**config.mk**
```make
export PLATFORM = sky130hd
export DESIGN_NAME = reg_bank
export DESIGN_NICKNAME = d
export VERILOG_FILES = /design/src/rtl/reg_bank_pkg.sv /design/src/rtl/reg_bank.sv
export SDC_FILE = /design/constraint.sdc
export NUM_CORES = 2
export LEC_CHECK = 0
export BUFFER_PORTS_ARGS = -buffer_cell sky130_fd_sc_hd__buf_2
export CAP_MARGIN = 10
export CORE_AREA = 2 2 451 274
export DETAILED_ROUTE_END_ITERATION = 10
export DIE_AREA = 0 0 453 276
export GPL_TIMING_DRIVEN = 1
export PLACE_DENSITY_LB_ADDON = 0.08
export SYNTH_ARGS = -nofsm -noshare
export SYNTH_HDL_FRONTEND = slang
export SYNTH_SLANG_ARGS = --single-unit
```
**constraint.sdc**
```tcl
create_clock -name clk -period 5.25 [get_ports clk]
set_clock_uncertainty 0.1 [all_clocks]
set_input_delay 0.525 -clock clk [delete_from_list [all_inputs] [get_ports clk]]
set_output_delay 0.525 -clock clk [all_outputs]
set_load 0.01 [all_outputs]
```
**src/rtl/reg_bank_pkg.sv**
```systemverilog
// Shared register-file constants. The destination mux and the control unit
// import the same names, so register numbers are defined in one place only.
package reg_bank_pkg;

  localparam int REG_ADDR_W = 5;
  localparam int NUM_REGS   = 1 << REG_ADDR_W;

  typedef logic [REG_ADDR_W-1:0] reg_addr_t;

  localparam reg_addr_t REG_ZERO = 5'd0;
  localparam reg_addr_t REG_SP   = 5'd29;
  localparam reg_addr_t REG_RA   = 5'd31;

  localparam int unsigned SP_INIT_DEFAULT = 227;

endpackage

```
**src/rtl/reg_bank.sv**
```systemverilog
// 32-entry general-purpose register file: two combinational read ports, one
// synchronous write port, and a registered write-commit pulse.
module reg_bank
  import reg_bank_pkg::*;
#(
  parameter int          DATA_W  = 32,
  parameter int unsigned SP_INIT = SP_INIT_DEFAULT
) (
  input  logic              clk,
  input  logic              reset,
  input  logic              RegWrite,
  input  reg_addr_t         ReadReg1,
  input  reg_addr_t         ReadReg2,
  input  reg_addr_t         WriteReg,
  input  logic [DATA_W-1:0] WriteData,
  output logic [DATA_W-1:0] ReadData1,
  output logic [DATA_W-1:0] ReadData2,
  output logic              WriteDone
);

  localparam logic [DATA_W-1:0] SP_VAL = DATA_W'(SP_INIT);

  logic [DATA_W-1:0] regs_q [NUM_REGS];
  logic              done_q;
  logic              done_d;
  logic              wr_en;

  // RegWrite gates first so an undefined WriteReg cannot leak into the enable.
  assign wr_en  = RegWrite && (WriteReg != REG_ZERO);
  assign done_d = wr_en;

  always_ff @(posedge clk) begin
    if (!reset) begin
      for (int i = 0; i < NUM_REGS; i++) begin
        regs_q[i] <= (reg_addr_t'(i) == REG_SP) ? SP_VAL : '0;
      end
      done_q <= 1'b0;
    end else begin
      if (wr_en) begin
        regs_q[WriteReg] <= WriteData;
      end
      done_q <= done_d;
    end
  end

  // No write bypass: reads always return the pre-edge contents.
  assign ReadData1 = (ReadReg1 == REG_ZERO) ? '0 : regs_q[ReadReg1];
  assign ReadData2 = (ReadReg2 == REG_ZERO) ? '0 : regs_q[ReadReg2];
  assign WriteDone = done_q;

endmodule

```
-- Word-level counts from Yosys, hierarchy flattened
Memory sizes are Yosys's and may differ from the RTL's.
Cells that the tools add are included.
- add/sub/neg operators: 0
- multiply operators: 0
- div/mod/pow operators: 0
- order comparisons: 0
- eq/ne operators: 0
- shift operators: 0
- muxes and demuxes: 9
- bitwise operators: 0
- reduce and logical (&&, ||, !) cells: 5
- operator list (operator ; count):
    2-to-1 mux 32 bit ; 3
    OR reduction 32 bit ; 1
    logical NOT 5 bit ; 2
    2-to-1 mux 1 bit ; 5
    2-to-1 mux 5 bit ; 1
    nonzero test 5 bit ; 1
    logical AND 1 bit ; 1
- register bits after elaboration: 1
- latch bits: 0
- RAM bits: 1024
- memory bits (read-only): 0
- input bits: 50
- output and inout port bits: 65
- memories kept: 1
- memory list (name ; depth ; bits a word ; read ports ; clocked after Yosys merged registers in ; wr ports ; RTL line ; source):
    regs_q ; 32 ; 32 ; 2 ; 0 ; 32 ; reg_bank.sv:23 ; logic [DATA_W-1:0] regs_q [NUM_REGS];

-- Depth between registers and ports, before layout
- word-level depth: 7
- mapped depth: 9
- gate-level depth less buffers: 4

-- Least setup slack after synthesis
OpenSTA, ideal clock, no wires.
- path kind: in2reg
- from: in reset
- to: mem regs_q[25][0] (enable)
- arrival: 3.626 ns
- data required time: 4.684 ns
- setup slack: 1.058 ns
- stages: 5
- path through: clkbuf_1 > nand4b_1 > clkbuf_1 > clkbuf_1 > o21ai_0
- RTL lines (item ; RTL line ; source):
    start, declared ; reg_bank.sv:10 ; input logic reset,
    end, declared ; reg_bank.sv:23 ;

-- Final worst setup path
- from: in ReadReg2[3]
- to: out ReadData2[16]
- longest elaborated chain between the ends: 2
- ends and longest elaborated chain (item ; RTL line ; source):
    start, declared ; reg_bank.sv:13 ; input reg_addr_t ReadReg2,
    memory (32 x 32 bit) / logical NOT 5 bit (equally long branches) ; - ;
    2-to-1 mux 32 bit (*) ; reg_bank.sv:48 ; assign ReadData2 = (ReadReg2 == REG_ZERO) ? '0 : regs_q[ReadReg2];
    end, declared ; reg_bank.sv:17 ; output logic [DATA_W-1:0] ReadData2,
Every way passes the cells marked *; elsewhere a longest branch is shown, timed or not.

==> results_dict.tcl <==
set metrics [dict create \
    status "finished, final reports clean" \
    die_w_um 453 \
    ant_nets 0 \
    detail_route.vias_per_cell 6.585 \
    setup_violations 0 \
    synth_fa_ha_area_frac 0 \
    h-tree-depth 3 \
    wl_met1_um 81310 \
    finalWirelength_um 191600 \
    power.density_mw_per_mm2 327.4 \
    synth_ff_type "edfxtp_1" \
    finalHoldViolations 0 \
    fmax_ghz 0.2189 \
    setup-tns-final_ps 0 \
    irDropWorstVdd_mv 0.2420 \
    critical_path.cell_chain "buf_2, buf_4, nand3b_1, buf_4, o22ai_1, a2111oi_0, nor3_1, buf_2" \
    cp-start-kind "input pin" \
    first_iter_violations 4902 \
    grt_util_all_layers 0.3048 \
    dr_wl_met2_um 84880 \
    numPortBuffers 114 \
    synth_seq_cells 1025 \
    path_delay_family "buffers and inverters" \
    regArea_mm2 0.03077 \
    cts_resized 0 \
    drc_errors 0 \
    io_pins 115 \
    synth_area_mm2 0.05413 \
    cpMaxStageDelayCell "a2111oi_0" \
    grt_pass1_wl_um 269200 \
    cts-root-buf "clkbuf_16" \
    fillers 10025 \
    crit_required_ps 4620 \
    firstDrtPassIters 5 \
    synth_compound_area_frac 0.03930 \
    ys_top_cells_by_area "edfxtp_1 57%, mux4_2 20%, and2_1 11%" \
    holdPathStages 2 \
    overflow 0 \
    place_ws_ps 755.6 \
    crit_buf_inv 4 \
    grt_max_degree 75 \
    ys_warn_count 0 \
    wl_met3_um 18370 \
    ys_seq_area_frac 0.5685 \
    num_vias 34358 \
    cpPeakStageDelay_ps 930 \
    drv_cap 0 \
    antenna_found_initial 8 \
    die_h_um 276 \
    synth_edf_count 1024 \
    dp_hpwl_um 119600 \
    async_flop_share 0 \
    top_layer "met5" \
    gp_congestion 0.8692 \
    cts_setup_buffers 0 \
    max-clock-path-buffers 3 \
    ys_types 40 \
    layout.nets 3568 \
    timing.final.ws_setup_ps 682.5 \
    syn-instance-count 3505 \
    endpoint_kind "output pin" \
    hold_buffers 0 \
    slew_headroom 0.1636 \
    power.leakage_nw 20.60 \
    yosys.area_share.simple 0.1293 \
    yosys.area.top_type_share 0.5681 \
    hold_path.class "input pin to flop" \
    cp.depth 8 \
    worst-slew-pin-transition_ps 1223 \
    cts.sinks 1025 \
    multi_input_area_mm2 0.02226 \
    synth_top_family_by_area "multiplexers" \
    slew_violations 0 \
    rows 99 \
    synthMuxAreaShare 0.2303 \
    holdWs_ps 102.0 \
    fin_crit_ps 4568 \
    initial_core_util 0.4482 \
    core_area_mm2 0.1208 \
    post-route-period-util 0.8700 \
    avgSynthCellArea_um2 15.44 \
    synth-xor-area-share 0 \
    drive_above_1_share 0.2770 \
    dieArea_mm2 0.1250 \
    tritoncts "yes" \
    synth_largest_area_cell "edfxtp_1" \
    path_class "input pin to output pin" \
    numCtsBuffers 104 \
    area_delta_synth_final_pct 11.66 \
    cts.clk_slew.worst_paths_ps 70 \
    critPathArrivalTime_ps 3940 \
    rsz0062_at_grt "false" \
    crit_fanout 14 \
    avgRoutedWirePerCell_um 36.73 \
    grt_pass1_vias 35104 \
]
==> cell usage in the layout (no fill, tap or decap), types with 7 or more instances in the layout <==
| cell type | Yosys | final |
|---|---|---|
| nor2_2 | 0 | 16 |
| mux4_2 | 471 | 471 |
| a22oi_1 | 12 | 12 |
| nor2b_1 | 18 | 16 |
| a22o_1 | 52 | 52 |
| nor2_4 | 0 | 16 |
| o22ai_1 | 107 | 107 |
| edfxtp_1 | 1024 | 1024 |
| a2111oi_0 | 57 | 54 |
| buf_12 | 0 | 19 |
| clkinv_1 | 0 | 16 |
| mux2i_1 | 146 | 146 |
| clkinv_2 | 0 | 20 |
| buf_2 | 54 | 109 |
| a221oi_1 | 7 | 7 |
| nor3_1 | 55 | 55 |
| bufinv_16 | 0 | 11 |
| and2_1 | 990 | 989 |
| conb_1 | 1 | 32 |
| a211oi_1 | 9 | 9 |
| clkbuf_1 | 277 | 21 |
| clkbuf_16 | 0 | 106 |
| mux2_2 | 35 | 35 |
| o21ai_4 | 0 | 31 |
| buf_4 | 23 | 131 |
==> routing by layer <==
layer  track usage  vias to the layer above
li1              -                    13639
met2        0.4492                     2156
met5             0                        -
met1        0.4500                    18162
met3       0.06467                      393
met4        0.1016                        8
==> power by group <==
group	switching [mW]	total [mW]	internal, mW
logic	1.41	2.40	0.988
clock network	3.41	7.68	4.27
registers	0.259	9.72	9.46
==> Yosys cell counts (9+ instances only) <==
cell and number:
edfxtp_1 1024, and2_1 990, mux4_2 471, clkbuf_1 277
mux2i_1 146, o22ai_1 107, a2111oi_0 57, nor3_1 55
buf_2 54, a22o_1 52, nor2_1 38, mux2_2 35
o21ai_0 31, buf_4 23, buf_1 18, buf_6 18
nor2b_1 18, a22oi_1 12, a211oi_1 9
==> sequential cells by signal (all words and copies together) (netlist names) <==
name	cells
regs_q	1024
WriteDone	1
==> final cells by class <==
| cell class | instances | share of cell area |
|---|---|---|
| multi-input combinational | 2118 | 0.3683 |
| inverter | 3 | 0.0001863 |
| clock buffer | 129 | 0.04565 |
| tap | 1616 | 0.03345 |
| sequential | 1025 | 0.5091 |
| timing repair buffer | 266 | 0.03294 |
| clock inverter | 58 | 0.01027 |
| antenna | 3 | 0.0001242 |
==> worst paths after layout <==
kind	to	start	slack [ps]
worst min-delay path	WriteDone	RegWrite	100
worst max-delay path	ReadData2[16]	ReadReg2[3]	680
==> kinds of logic after synthesis <==
logic type | count (synthesis)
AO/OA/AOI/OAI | 291
other | 1
flip-flops | 1025
buffers and inverters | 393
AND/OR/NAND/NOR | 1143
multiplexers | 652
==> metrics by stage <==
step | power (mW) | instance area [µm²] | instances | util
4_1_cts | 19.82 | 60430 | 5214 | 0.5004
2_1_floorplan | 11.24 | 54240 | 3536 | -
6_report | 19.79 | 60440 | 5218 | 0.5005
3_3_place_gp | 12.20 | 57030 | 5024 | 0.4722
5_1_grt | 20.27 | 60430 | 5215 | 0.5004
3_5_place_dp | 12.25 | 57050 | 5027 | 0.4724
Power figures use the tool's default switching activity.
